$ cat src/rtl/mem_access_ctrl_pkg.sv
// Shared definitions for the memory-stage data-RAM access controller:
// byte-lane bus width, FSM state encodings and the default timeout.
package mem_access_ctrl_pkg;

  localparam int MEM_SEL_BUS_WIDTH   = 4;
  localparam int RAM_TIMEOUT_DEFAULT = 255;

  typedef enum logic [1:0] {
    MEM_ST_IDLE = 2'd0,
    MEM_ST_REQ  = 2'd1,
    MEM_ST_WAIT = 2'd2,
    MEM_ST_DONE = 2'd3
  } mem_state_e;

endpackage

$ cat src/rtl/mem_access_ctrl.sv
// Memory-stage access controller. It turns a load/store from EXMEM into a
// req/gnt/rvalid transaction on the data-RAM port, stalls the pipeline
// while the access is outstanding, and holds the captured load data for MEMWB.
module mem_access_ctrl
  import mem_access_ctrl_pkg::*;
#(
  parameter int TIMEOUT_CYCLES = RAM_TIMEOUT_DEFAULT,
  parameter int CNT_WIDTH      = 8
) (
  input  logic                         clk,
  input  logic                         rst,
  input  logic                         flush,
  input  logic                         stall_next_stage,
  input  logic                         mem_read_flag_in,
  input  logic                         mem_write_flag_in,
  input  logic [MEM_SEL_BUS_WIDTH-1:0] mem_sel_in,
  input  logic [31:0]                  mem_addr_in,
  input  logic [31:0]                  mem_write_data_in,
  output logic                         ram_req,
  output logic                         ram_we,
  output logic [MEM_SEL_BUS_WIDTH-1:0] ram_be,
  output logic [31:0]                  ram_addr,
  output logic [31:0]                  ram_wdata,
  input  logic                         ram_gnt,
  input  logic                         ram_rvalid,
  input  logic [31:0]                  ram_rdata,
  output logic [31:0]                  ram_read_data_out,
  output logic                         mem_done,
  output logic                         stall_request,
  output logic                         bus_error
);

  mem_state_e           state_q, state_d;
  logic [CNT_WIDTH-1:0] cnt_q, cnt_d;
  logic [31:0]          rbuf_q, rbuf_d;
  logic                 discard_q, discard_d;
  logic                 load_q, load_d;
  logic                 err_q, err_d;

  logic access;
  logic timeout;
  logic unused_addr_bits;

  // A simultaneous read and write flag is treated as a write.
  assign access           = mem_read_flag_in | mem_write_flag_in;
  assign timeout          = (cnt_q == CNT_WIDTH'(TIMEOUT_CYCLES));
  assign unused_addr_bits = ^mem_addr_in[1:0];

  // State, counter, read buffer and flags register with async reset.
  always_ff @(posedge clk or posedge rst) begin
    if (rst) begin
      state_q   <= MEM_ST_IDLE;
      cnt_q     <= '0;
      rbuf_q    <= '0;
      discard_q <= 1'b0;
      load_q    <= 1'b0;
      err_q     <= 1'b0;
    end else begin
      state_q   <= state_d;
      cnt_q     <= cnt_d;
      rbuf_q    <= rbuf_d;
      discard_q <= discard_d;
      load_q    <= load_d;
      err_q     <= err_d;
    end
  end

  // Next-state logic: flush before grant aborts cleanly, flush after grant
  // only marks the access discarded, rvalid beats a coincident timeout.
  always_comb begin
    state_d   = state_q;
    cnt_d     = cnt_q;
    rbuf_d    = rbuf_q;
    discard_d = discard_q;
    load_d    = load_q;
    err_d     = 1'b0;
    case (state_q)
      MEM_ST_IDLE: begin
        if (access && !flush) begin
          state_d   = MEM_ST_REQ;
          cnt_d     = '0;
          discard_d = 1'b0;
        end
      end
      MEM_ST_REQ: begin
        cnt_d  = cnt_q + CNT_WIDTH'(1);
        load_d = mem_read_flag_in & ~mem_write_flag_in;
        if (flush && !ram_gnt) begin
          state_d = MEM_ST_IDLE;
        end else if (timeout) begin
          state_d = MEM_ST_DONE;
          err_d   = 1'b1;
          rbuf_d  = '0;
        end else if (ram_gnt) begin
          state_d = MEM_ST_WAIT;
          if (flush) begin
            discard_d = 1'b1;
          end
        end
      end
      MEM_ST_WAIT: begin
        cnt_d = cnt_q + CNT_WIDTH'(1);
        if (flush) begin
          discard_d = 1'b1;
        end
        if (ram_rvalid) begin
          state_d = MEM_ST_DONE;
          if (load_q && !discard_q && !flush) begin
            rbuf_d = ram_rdata;
          end
        end else if (timeout) begin
          state_d = MEM_ST_DONE;
          err_d   = 1'b1;
          if (!discard_q && !flush) begin
            rbuf_d = '0;
          end
        end
      end
      MEM_ST_DONE: begin
        if (!stall_next_stage) begin
          state_d = MEM_ST_IDLE;
        end
      end
      default: begin
        state_d = MEM_ST_IDLE;
      end
    endcase
  end

  // Bus, stall and completion outputs decoded from the current state.
  always_comb begin
    ram_req       = 1'b0;
    ram_we        = 1'b0;
    ram_be        = '0;
    ram_addr      = '0;
    ram_wdata     = '0;
    stall_request = 1'b0;
    mem_done      = 1'b0;
    case (state_q)
      MEM_ST_IDLE: begin
        stall_request = access & ~flush & ~rst;
      end
      MEM_ST_REQ: begin
        ram_req       = 1'b1;
        ram_we        = mem_write_flag_in;
        ram_be        = mem_sel_in;
        ram_addr      = {mem_addr_in[31:2], 2'b00};
        ram_wdata     = mem_write_data_in;
        stall_request = 1'b1;
      end
      MEM_ST_WAIT: begin
        stall_request = 1'b1;
      end
      MEM_ST_DONE: begin
        mem_done = ~discard_q;
      end
      default: begin
        stall_request = 1'b0;
      end
    endcase
  end

  assign ram_read_data_out = rbuf_q;
  assign bus_error         = err_q;

endmodule

$ cat config.mk
export PLATFORM = sky130hd
export DESIGN_NAME = mem_access_ctrl
export DESIGN_NICKNAME = d
export VERILOG_FILES = /design/src/rtl/mem_access_ctrl_pkg.sv /design/src/rtl/mem_access_ctrl.sv
export SDC_FILE = /design/constraint.sdc
export NUM_CORES = 1
export LEC_CHECK = 0
export ABC_AREA = 1
export CAP_MARGIN = 20
export CORE_MARGIN = 2
export CORE_UTILIZATION = 39
export DETAILED_ROUTE_END_ITERATION = 10
export PLACE_DENSITY = 0.92
export RECOVER_POWER = 25
export REMOVE_ABC_BUFFERS = 1
export SETUP_SLACK_MARGIN = 0.5
export SYNTH_ARGS = -nofsm -noshare
export SYNTH_HDL_FRONTEND = slang
export SYNTH_SLANG_ARGS = --single-unit
$ cat constraint.sdc
create_clock -name clk -period 4.3 [get_ports clk]
set_input_delay 1.075 -clock clk [delete_from_list [all_inputs] [get_ports clk]]
set_output_delay 1.075 -clock clk [all_outputs]
set_load 0.05 [all_outputs]
* Word-level counts from Yosys, hierarchy flattened
Cells that the tools add are included.
Operators by class: add/subtract/negate cells 1, equal/unequal tests 14, multiplexer cells 34, bitwise operators 8, reduce and logical (&&, ||, !) cells 17
Operator list (count):
- $mux W32 | 8
- $pmux W32 S2 | 1
- $pmux W8 S2 | 1
- $mux W2 | 7
- $ne A2 B2 Y1 const B | 6
- $mux W1 | 11
- $ne A3 B3 Y1 const B | 3
- $add A8 B1 Y8 const B | 1
- $eq A8 B8 Y1 const B | 1
- $mux W8 | 1
- $pmux W2 S4 | 1
- $reduce_and A6 Y1 | 1
- $logic_and A1 B1 Y1 | 5
- $reduce_and A5 Y1 | 1
- $eq A2 B2 Y1 const B | 2
- $mux W4 | 1
- $ne A4 B4 Y1 const B | 1
- $not A1 Y1 | 4
- $pmux W1 S2 | 2
- $reduce_and A4 Y1 | 1
- $reduce_bool A2 Y1 | 2
- $and A1 B1 Y1 | 3
- $logic_not A1 Y1 | 3
- $pmux W1 S3 | 1
- 6 further kinds | 6
Word-level totals: register bits 45

* Logic depth before layout (Yosys ltp)
depth in word-level cells 6, mapped depth 11

* Worst setup path before layout
Ideal clock, no wire load.
kind input to output, start in rst, end out stall_request, data arrival time 2.947 ns, data required time 3.225 ns, setup slack 0.278 ns, cell stages on the path 3, path buffers 0, cells stage by stage inv_1 nand2_1 a21oi_1
Between the ends: longest elaborated chain between the ends 3
RTL lines:
- from (decl) | RTL line mem_access_ctrl.sv:11 | input logic rst,
- $not A1 Y1 | RTL line mem_access_ctrl.sv:141 | stall_request = access & ~flush & ~rst;
- $and A1 B1 Y1 | RTL line mem_access_ctrl.sv:141
- $pmux W1 S2 | RTL line mem_access_ctrl.sv:139 | case (state_q)
- to (decl) | RTL line mem_access_ctrl.sv:29 | output logic stall_request,
Every way passes these cells.

* Worst setup path in the final report
start in flush, end out stall_request
Between the ends: longest elaborated chain between the ends 4
RTL lines:
- from (decl) | RTL line mem_access_ctrl.sv:12 | input logic flush,
- $not A1 Y1 | RTL line mem_access_ctrl.sv:141
- $and A1 B1 Y1 (2 in a row) | RTL line mem_access_ctrl.sv:141
- $pmux W1 S2 | RTL line mem_access_ctrl.sv:139
Every way passes these cells.

==> flow_summary.toml <==
[run]
max_cap_viol_count = 1

[power_and_ir_drop]
p_leak_nw = 2.98
comb_power_share = 0.736
net-switching-power_mw = 2.04
register_share_of_total_power = 0.177
power-per-cell-area_nw_per_um2 = 665
power.share.switching = 0.578
internal-power_mw = 1.49
ir_drop_v = 0.000503
pwr-share-clk = 0.088

[critical_path]
worstRegToRegCells = 9
critPathSlowestCell = "dlygate4sd3_1"
setup.worst_path.end_class = "output pin"
critPathMaxFanout = 5
cp-startpoint = "flush"
cp_data_required_time_ps = 3220
timing.rr.start = "state_q[0]"
cp.arrival_ps = 2610
nature_of_the_critical_path_startpoint = "input pin"
crit_chain = "dlygate4sd3_1 > o21bai_1 > nor2_1 > nand2_1 > a21oi_1 > buf_12"
critical_path.max_stage_delay_ps = 630
type_of_the_setup_path_with_the_least_slack = "input pin to output pin"

[floorplan]
die_x_um = 93.3
core.rowCount = 32
fp.dieH_um = 93.3
floorplan.die_area_um2 = 8710
io-pin-count = 213
core-area_um2 = 7730
floorplan.initialDensity = 0.403

[clock_tree]
cts_max_path_buffers = 2
clockRootBuffer = "clkbuf_8"
cts_setup_buffers = 0
clk_latency_ps = 290
cts.repair.resized = 0
cts_hold_buffers = 0
clkTransAtPathRegs_ps = 80
tritoncts.num_buffers = 5
clkSinkCount = 45
cts_tree = "yes"
cts_htree_levels = 2

[route]
met3WireLength_um = 665
per_cell_via_count_in_the_routed_design = 4.81
dr_total_vias = 3747
drt_drc_violations_left = 0
m1WireLength_um = 4060
drt-initial-drc-count = 238
drt_first_pass_iters = 5
route.met2.wl_um = 5950
uppermost_metal_layer_occupied_by_signal_nets = "met4"
detail_route.wirelength_um = 11100
detail_route_antenna_nets = 0
route.detailed.wl_per_inst_um = 14.3

[final_layout]
antenna_cells_inserted = 0
layout_commonest_cell = "clkdlybuf4s50_1"
final_layout_size_suffix_gt1_frac = 0.0414
layout.nets = 792
mostFrequentLayoutCells = "204 x clkdlybuf4s50_1, 160 x nand2_1, 111 x inv_1"
area_delta_synth_final_pct = 70.6

[sta]
fmaxAchievable_mhz = 272
report.final.slew_viol_count = 46
setup_violations = 0
finalSetupTns_ps = 0
final.period_utilization = 0.856
finClkSkew_ps = 9.03
clock_period_minus_final_worst_setup_slack_ps = 3680
final_hold_viol_count = 0
worst_pin_slew_ps = 2450
rsz_0062_raised_after_global_routing = "no"
fin_worst_hold_slack_ps = 474
maxSlewHeadroom = -0.635

[placement]
dp_hpwl_um = 8950
placer_s_final_routability_congestion_estimate = 0.990
port_buffers = 208

[global_route]
grtUsageTotal = 0.251
first_global_vias = 3568
grt_max_degree = 48
grt_antenna_before_repair = 0
grt_overflow_total = 0
global_route_wire_length_before_repair_um = 17100

[logic_synthesis]
seq_area_frac_synth = 0.362
synth.cell_area_um2 = 3110
warnings_synthesis = 0
netlist-cell-type-count = 29
ys_ff_latch = 45
netlist_instances = 482
post_synth.cell_area_avg_um2 = 6.46

[status]
violated_checks = "capacitance limit, slew limit"
run_status = "complete, but fails checks"

[hold_path]
timing.hold.worst_path_depth = 2
class_of_the_worst_hold_path = "flip-flop to flip-flop"
min-delay-start = "ram_read_data_out[21]"
flip-flops by register name, summed over array words and instances, names as in the netlist, named ones only:
register / count
load_q: 1
state_q: 1
discard_q: 1
bus_error: 1
ram_read_data_out: 32
cnt_q: 8
per-layer routing:
metal	vias to the layer above	track usage
li1	1810	-
met1	1734	0.268
met2	172	0.475
met3	31	0.0467
met4	0	0.108
met5	-	0
power by group through the flow:
stage	Sequential [mW]	Combinational [mW]	Clock, mW
after floorplan	0.905	1.40	0
after global placement	0.623	2.56	0
after detailed placement	0.629	2.61	0
after CTS	0.621	2.61	0.317
after global routing	0.639	2.74	0.337
final	0.623	2.60	0.310
per-stage QoR:
stage | power, mW | cell area [µm²] | std cells | worst slack [ps] | util
finish | 3.53 | 5310 | 779 | 619 | 0.687
global route | 3.72 | 5310 | 779 | 264 | 0.687
CTS | 3.55 | 5320 | 779 | 662 | 0.688
detailed placement | 3.24 | 5210 | 772 | 674 | 0.675
global placement | 3.18 | 5210 | 772 | 671 | 0.675
floorplan | 2.31 | 2950 | 457 | 278 | -
kinds of logic after synthesis:
| kind of cell | Yosys count | share of synthesized area |
|---|---|---|
| compound gates | 22 | 0.0426 |
| buf+inv | 140 | 0.190 |
| other cells | 1 | 0.00120 |
| simple gates | 267 | 0.377 |
| flops | 45 | 0.362 |
| fa+ha+maj | 7 | 0.0281 |
layout make-up:
cell class | instances | area [µm²]
Clock buffer | 5 | 68.8
Multi-Input combinational cell | 298 | 1400
Fill cell | 620 | 2420
Inverter | 114 | 428
Clock inverter | 2 | 35.0
Timing Repair Buffer | 213 | 2130
Sequential cell | 45 | 1130
Tap cell | 102 | 128
synthesized netlist by cell type:
library cell	count	area [µm²]
a21boi_0	1	7.51
a21o_1	1	7.51
a21oi_1	5	25.0
a21oi_4	1	16.3
buf_1	2	7.51
buf_2	4	20.0
buf_4	8	60.1
buf_6	4	45.0
clkbuf_1	8	30.0
conb_1	1	3.75
dfrtp_1	45	1130
ha_1	7	87.6
inv_1	111	417
inv_2	3	11.3
nand2_1	160	601
nand2_2	5	31.3
nand2_4	1	11.3
nand3_1	11	55.1
nand3_4	1	17.5
nand3b_1	1	7.51
nand4_1	37	231
nor2_1	46	173
nor2_4	3	33.8
nor3_1	1	5.00
o21ai_0	4	20.0
o21ai_1	8	40.0
o21ai_2	1	8.76
o21bai_1	1	7.51
or2_2	1	6.26
final timing paths:
check                                        end  slack (ps)
setup / recovery                   stall_request         620
hold / removal             ram_read_data_out[21]         470
setup reg to reg            ram_read_data_out[8]        1700
hold reg to reg            ram_read_data_out[21]         470
max in group asynchronous  ram_read_data_out[11]         710
min in group asynchronous               cnt_q[0]        2190
worst max-delay path, delay by kind of cell:
family	cells	cell delay, ps
AO/OA/AOI/OAI	2	500
buffers and inverters	2	810
AND/OR/NAND/NOR	2	230
(Power assumes the default switching activity.)
